$ cat config.mk
export PLATFORM = sky130hd
export DESIGN_NAME = rf_wb_unit
export DESIGN_NICKNAME = d
export VERILOG_FILES = /design/src/rtl/rf_wb_unit.sv
export SDC_FILE = /design/constraint.sdc
export NUM_CORES = 1
export LEC_CHECK = 0
export BUFFER_PORTS_ARGS = -buffer_cell sky130_fd_sc_hd__buf_4
export CAP_MARGIN = 20
export CORE_UTILIZATION = 30
export DETAILED_ROUTE_END_ITERATION = 16
export MAX_ROUTING_LAYER = met4
export SYNTH_ARGS = -nofsm -noshare
export SYNTH_HDL_FRONTEND = slang
export SYNTH_SLANG_ARGS = --single-unit
$ cat constraint.sdc
create_clock -name clk -period 2.5 [get_ports clk]
set_input_delay 0.125 -clock clk [delete_from_list [all_inputs] [get_ports clk]]
set_output_delay 0.125 -clock clk [all_outputs]
set_load 0.05 [all_outputs]
$ cat src/rtl/rf_wb_unit.sv
// Register-file writeback unit: round-robin ALU/LSU arbitration, registered write port,
// per-register pending counters. Optional forwarding port under WB_BYPASS_EN.
module rf_wb_unit #(
    parameter int ADDR_WIDTH = 5,
    parameter int DATA_WIDTH = 32
) (
    input  logic                     clk,
    input  logic                     rst_n,
    input  logic                     iss_valid,
    output logic                     iss_ready,
    input  logic [ADDR_WIDTH-1:0]    iss_rd,
    input  logic                     alu_valid,
    output logic                     alu_ready,
    input  logic [ADDR_WIDTH-1:0]    alu_rd,
    input  logic [DATA_WIDTH-1:0]    alu_data,
    input  logic                     lsu_valid,
    output logic                     lsu_ready,
    input  logic [ADDR_WIDTH-1:0]    lsu_rd,
    input  logic [DATA_WIDTH-1:0]    lsu_data,
    output logic                     rf_wen,
    output logic [ADDR_WIDTH-1:0]    rf_rd,
    output logic [DATA_WIDTH-1:0]    rf_wdata,
`ifdef WB_BYPASS_EN
    output logic                     byp_valid,
    output logic [ADDR_WIDTH-1:0]    byp_rd,
    output logic [DATA_WIDTH-1:0]    byp_data,
`endif
    output logic [2**ADDR_WIDTH-1:0] busy
);

    localparam int NREG = 2**ADDR_WIDTH;

    logic                  r_last_lsu;
    logic                  w_gnt_alu;
    logic                  w_gnt_lsu;
    logic [ADDR_WIDTH-1:0] w_sel_rd;
    logic [DATA_WIDTH-1:0] w_sel_data;
    logic                  r_rf_wen;
    logic [ADDR_WIDTH-1:0] r_rf_rd;
    logic [DATA_WIDTH-1:0] r_rf_wdata;
    logic                  w_iss_acc;
    logic [1:0]            w_cnt [NREG];

    // On a tie the source that did not win last time is granted.
    assign w_gnt_lsu  = lsu_valid && (!alu_valid || !r_last_lsu);
    assign w_gnt_alu  = alu_valid && (!lsu_valid ||  r_last_lsu);
    assign alu_ready  = w_gnt_alu;
    assign lsu_ready  = w_gnt_lsu;
    assign w_sel_rd   = w_gnt_lsu ? lsu_rd   : alu_rd;
    assign w_sel_data = w_gnt_lsu ? lsu_data : alu_data;

    always_ff @(posedge clk) begin
        if (!rst_n) begin
            r_last_lsu <= 1'b0;
        end else if (w_gnt_lsu) begin
            r_last_lsu <= 1'b1;
        end else if (w_gnt_alu) begin
            r_last_lsu <= 1'b0;
        end
    end

    // x0 writes are accepted but never raise the write enable.
    always_ff @(posedge clk) begin
        if (!rst_n) begin
            r_rf_wen   <= 1'b0;
            r_rf_rd    <= '0;
            r_rf_wdata <= '0;
        end else if (w_gnt_alu || w_gnt_lsu) begin
            r_rf_wen   <= (w_sel_rd != '0);
            r_rf_rd    <= w_sel_rd;
            r_rf_wdata <= w_sel_data;
        end else begin
            r_rf_wen   <= 1'b0;
        end
    end

    assign rf_wen   = r_rf_wen;
    assign rf_rd    = r_rf_rd;
    assign rf_wdata = r_rf_wdata;

`ifdef WB_BYPASS_EN
    assign byp_valid = r_rf_wen;
    assign byp_rd    = r_rf_rd;
    assign byp_data  = r_rf_wdata;
`endif

    // A commit this cycle frees a slot even when the destination counter is full.
    assign iss_ready = (w_cnt[iss_rd] != 2'd3) || (r_rf_wen && (r_rf_rd == iss_rd));
    assign w_iss_acc = iss_valid && iss_ready && (iss_rd != '0);

    generate
        for (genvar gi = 0; gi < NREG; gi++) begin : g_reg
            if (gi == 0) begin : g_zero
                assign w_cnt[gi] = 2'd0;
            end else begin : g_cnt
                logic [1:0] r_cnt;
                logic       w_inc;
                logic       w_dec;

                assign w_inc = w_iss_acc && (iss_rd == ADDR_WIDTH'(gi));
                assign w_dec = r_rf_wen && (r_rf_rd == ADDR_WIDTH'(gi));

                // Unmatched writebacks hold the count at zero instead of wrapping.
                always_ff @(posedge clk) begin
                    if (!rst_n) begin
                        r_cnt <= 2'd0;
                    end else if (w_inc && !w_dec) begin
                        r_cnt <= r_cnt + 2'd1;
                    end else if (w_dec && !w_inc && (r_cnt != 2'd0)) begin
                        r_cnt <= r_cnt - 2'd1;
                    end
                end

                assign w_cnt[gi] = r_cnt;
            end
            assign busy[gi] = (w_cnt[gi] != 2'd0);
        end
    endgenerate

endmodule

## Yosys cells after proc, flatten, opt, wreduce, memory -nomap -nowiden

Cells that the tools add are included.

- Equality and inequality tests: 64
- Bitwise logic cells: 1
- $add $sub $neg: 62
- Magnitude comparators: 1
- Reduce and logical (&&, ||, !) cells: 295
- Muxes and demuxes: 69

Operators by type and width:

| cell | number |
|---|---|
| $eq 5x5->1 const B | 32 |
| $logic_and 1x1->1 | 160 |
| $mux 2 | 64 |
| $reduce_bool 2->1 | 63 |
| $eq 5x4->1 const B | 16 |
| $logic_not 1->1 | 65 |
| $add 2x1->2 const B | 31 |
| $sub 2x1->2 const B | 31 |
| $eq 5x3->1 const B | 8 |
| $mux 32 | 1 |
| $eq 5x2->1 const B | 4 |
| $bmux 2 s5 | 1 |
| $eq 5x1->1 const B | 2 |
| $reduce_bool 5->1 | 2 |
| $ge 6x6->1 const B | 1 |
| $not 5->6 | 1 |
| $eq 5x5->1 | 1 |
| $mux 5 | 1 |
| $logic_or 1x1->1 | 4 |
| $mux 1 | 2 |
| $ne 2x2->1 const B | 1 |
| $reduce_and 2->1 | 1 |

- Word-level logic and storage cells: 527
- Input port bits: 84
- Register bits after elaboration: 101

## Logic depth before layout (Yosys ltp)

- Depth in word-level cells: 14
- Mapped depth: 10

## Least setup slack after synthesis

Ideal clock, no wire load.

- Path type: register to output
- Start: register g_reg[14].g_cnt.r_cnt[0]
- End: output iss_ready
- Stages on the path, launching flop included: 8
- Arrival time: 2.520 ns
- Data required time: 2.375 ns
- Slack: -0.145 ns
- Buffers on the path: 1
- Cells stage by stage: dfxtp_1 mux4_2 nor2_1 a211oi_2 o22ai_1 buf_4 nor2_1 o21ai_0

- Longest elaborated chain between the ends: 5

Ends and longest elaborated chain:

| element | RTL line | source |
|---|---|---|
| start: declaration | 96 | `logic [1:0] r_cnt;` |
| start signal: assignment | 108 | `r_cnt <= r_cnt + 2'd1;` |
| start signal: assignment | 110 | `r_cnt <= r_cnt - 2'd1;` |
| $bmux 2 s5 | 88 | `assign iss_ready = (w_cnt[iss_rd] != 2'd3) \|\| (r_rf_wen && (r_rf_rd == iss_rd));` |
| $mux 2 (implied by the code) (2 in series) | 88 |  |
| $ne 2x2->1 | 88 |  |
| $logic_or 1x1->1 | 88 |  |
| end: declaration | 10 | `output logic iss_ready,` |

No other way between the ends. The select of a mux whose other input is x is not followed.

## Worst setup path in the final report

- Start: register g_reg[1].g_cnt.r_cnt[0]
- End: output iss_ready

- Longest elaborated chain between the ends: 5

Ends and longest elaborated chain:

| element | RTL line |
|---|---|
| start: declaration | 96 |
| start signal: assignment | 108 |
| start signal: assignment | 110 |
| $bmux 2 s5 | 88 |
| $mux 2 (implied by the code) (2 in series) | 88 |
| $ne 2x2->1 | 88 |
| $logic_or 1x1->1 | 88 |

No other way between the ends. The select of a mux whose other input is x is not followed.

==> results.json <==
{
  "status": "completed",
  "wl_mm": 19.6,
  "synth_commonest_cells": "dfxtp_1 (101), nor2_1 (96), nand2_1 (87), a21oi_1 (37), nor3_1 (34)",
  "core_area_mm2": 0.0188,
  "drv_slew": 0,
  "drive_above_1_share_pct": 28.5,
  "antenna_found_initial": 0,
  "multi_input_area_mm2": 0.00354,
  "worstPathMaxFanout": 8,
  "drc_errors": 0,
  "dp_hpwl_mm": 14.5,
  "cap_violations": 0,
  "initial_utilization_pct": 30.8,
  "crit_required_ns": 2.38,
  "grt_max_degree": 53,
  "final.setup.tns_ns": 0,
  "ir_drop_mv": 0.296,
  "worst_slack_ns": 0.135,
  "syn_area_mm2": 0.00577,
  "timing.fmax_ghz": 0.423,
  "ys_top_cells_by_area": "dfxtp_1 (35%), nor2_1 (6.2%), nand2_1 (5.7%), o221ai_1 (5.0%), or2_2 (3.6%)",
  "placedCellCount": 1111,
  "grt.overflow.total": 0,
  "die_w_um": 141,
  "yosys.area.top_type_share_pct": 35.0,
  "synth_area_leader_cell": "dfxtp_1",
  "n_fill_cell": 1917,
  "dr.pass1.iters": 5,
  "ys_ff_latch": 101,
  "power.density_mw_per_mm2": 495,
  "cp-end-kind": "output port",
  "area_delta_synth_final_pct": 36.7,
  "final-setup-viol-count": 0,
  "vias": 6267,
  "antenna_cells": 0,
  "dieHeight_um": 141,
  "synth_cell_types": 55,
  "syn-num-nets": 815,
  "critPathKind": "reg -> out",
  "max-slew-margin-rel_pct": 54.8,
  "cts_tree": "built",
  "via_per_inst": 5.41,
  "rows": 50,
  "clk_latency_ns": 0.36,
  "track_usage_pct": 20.6,
  "htreeDepth": 3,
  "gp_congestion": 0.916,
  "final_nets": 1004,
  "ys_seq_area_share_pct": 35.0,
  "period_share_pct": 94.6,
  "die_area_mm2": 0.0198,
  "cts_buffers": 9,
  "async_flop_share_pct": 0,
  "finalHoldViolCount": 0,
  "synth_most_common_cell": "dfxtp_1",
  "grt_pass1_wl_mm": 31.2,
  "min_path_type": "in -> reg",
  "dpl_cell_area_mm2": 0.00729,
  "synth_ff_type": "dfxtp_1",
  "rsz0062_at_grt": "false",
  "synth-edff-count": 0,
  "utilization_pct": 42.1,
  "syn_avg_cell_area_um2": 7.90,
  "post-place-ws_ns": 0.175,
  "first_iter_violations": 357,
  "clock_sinks": 101,
  "clockBufferDepth": 2,
  "final_area_mm2": 0.00789,
  "skew_ns": 0.0112,
  "synthCells": 731,
  "ant_nets": 0,
  "wl_per_cell_um": 16.9,
  "num_io_pins": 157,
  "post_layout_nonfiller_instances": 1159,
  "seq_area_mm2": 0.00202,
  "port_buffers": 155,
  "root_buffer": "clkbuf_16",
  "tightest_slew_ns": 0.678,
  "cp.arrival_ns": 2.24,
  "clkTransAtPathRegs_ns": 0.06,
  "power.leakage_nw": 3.23,
  "start_kind": "flip-flop",
  "grt_pass1_vias": 5963,
  "fin_crit_ns": 2.37,
  "ys_warn_count": 0
}
[logic make-up after synthesis]
| group | count (synthesis) | synth area share [%] |
|---|---|---|
| AO/OA/AOI/OAI | 207 | 26.3 |
| XOR/XNOR | 20 | 3.03 |
| buffers and inverters | 52 | 3.97 |
| flip-flops | 101 | 35.0 |
| multiplexers | 14 | 4.03 |
| other | 1 | 0.0650 |
| AND/OR/NAND/NOR | 336 | 27.5 |
[registers in the layout (all words and copies together) (netlist names)]
register and count:
r_last_lsu 1, rf_wen 1, rf_rd 5, rf_wdata 32, g.g_cnt.r_cnt 62
[final timing paths]
| path | from | endpoint | slack [ns] | cells after the start |
|---|---|---|---|---|
| worst min-delay path | alu_data[31] | rf_wdata[31]$_SDFFE_PN0N_ | 0.05 | 3 |
| worst max-delay path | g_reg[1].g_cnt.r_cnt[0]$_SDFFE_PN0P_ | iss_ready | 0.13 | 8 |
| worst min register to register | r_last_lsu$_SDFFE_PN0N_ | r_last_lsu$_SDFFE_PN0N_ | 0.49 | 2 |
| worst max register to register | g_reg[12].g_cnt.r_cnt[0]$_SDFFE_PN0P_ | g_reg[1].g_cnt.r_cnt[0]$_SDFFE_PN0P_ | 0.20 | 7 |
[worst max-delay path: stages, from the launching register on]
cell and delay [ns]:
dfxtp_1 0.35, mux2_2 0.28, a221oi_2 0.29, nor3_1 0.12
o22ai_2 0.22, buf_4 0.19, nor2_1 0.06, o21ai_2 0.19
buf_6 0.18
[power by group]
part           internal (W)  total, W  switching (W)
combinational      0.000328  0.000869       0.000541
sequential          0.00167   0.00171      0.0000459
clock              0.000675   0.00133       0.000650
[layout by cell type (no fill, tap or decap), drive strengths merged, types with 13 or more instances in the layout]
| cell type | instances |
|---|---|
| a21oi | 38 |
| o21ai | 34 |
| nand2b | 20 |
| dlygate4sd3 | 31 |
| and3 | 18 |
| nor3 | 34 |
| a31oi | 17 |
| a211oi | 25 |
| nand3 | 17 |
| o221ai | 33 |
| o21a | 13 |
| nand2 | 87 |
| dfxtp | 101 |
| xor2 | 17 |
| nor2 | 96 |
| buf | 188 |
| or2 | 33 |
[routing by layer]
| layer | vias up | routed length, um | GRT usage (%) |
|---|---|---|---|
| met5 | - | 0 | - |
| li1 | 3062 | - | - |
| met2 | 273 | 8980 | 32.4 |
| met3 | 29 | 1570 | 3.50 |
| met1 | 2903 | 8700 | 26.6 |
| met4 | 0 | 312 | 7.27 |
[metrics by stage]
step,power (W),hold slack [ns]
floorplan,0.00224,0.246
global placement,0.00257,0.332
detailed placement,0.00257,0.338
CTS,0.00393,0.0398
global route,0.00406,0.0620
finish,0.00391,0.0499
[timing repair]
| item | CTS | global route |
|---|---|---|
| endpoints found under the setup margin | 1 | 1 |
| hold buffers | 31 | 0 |
| gates resized for setup | 1 | 3 |
| pin swaps | 0 | 1 |
| buffers inserted | 0 | 1 |
| endpoints found under the hold margin | 31 | 0 |
[final cells by class]
type	count	area share, %
multi-input cells	578	44.8
flip-flops and latches	101	25.6
repair buffers	219	22.0
well taps	234	3.71
clock buffers	12	3.00
inverters	11	0.523
clock inverters	4	0.317
(Power assumes the default switching activity.)
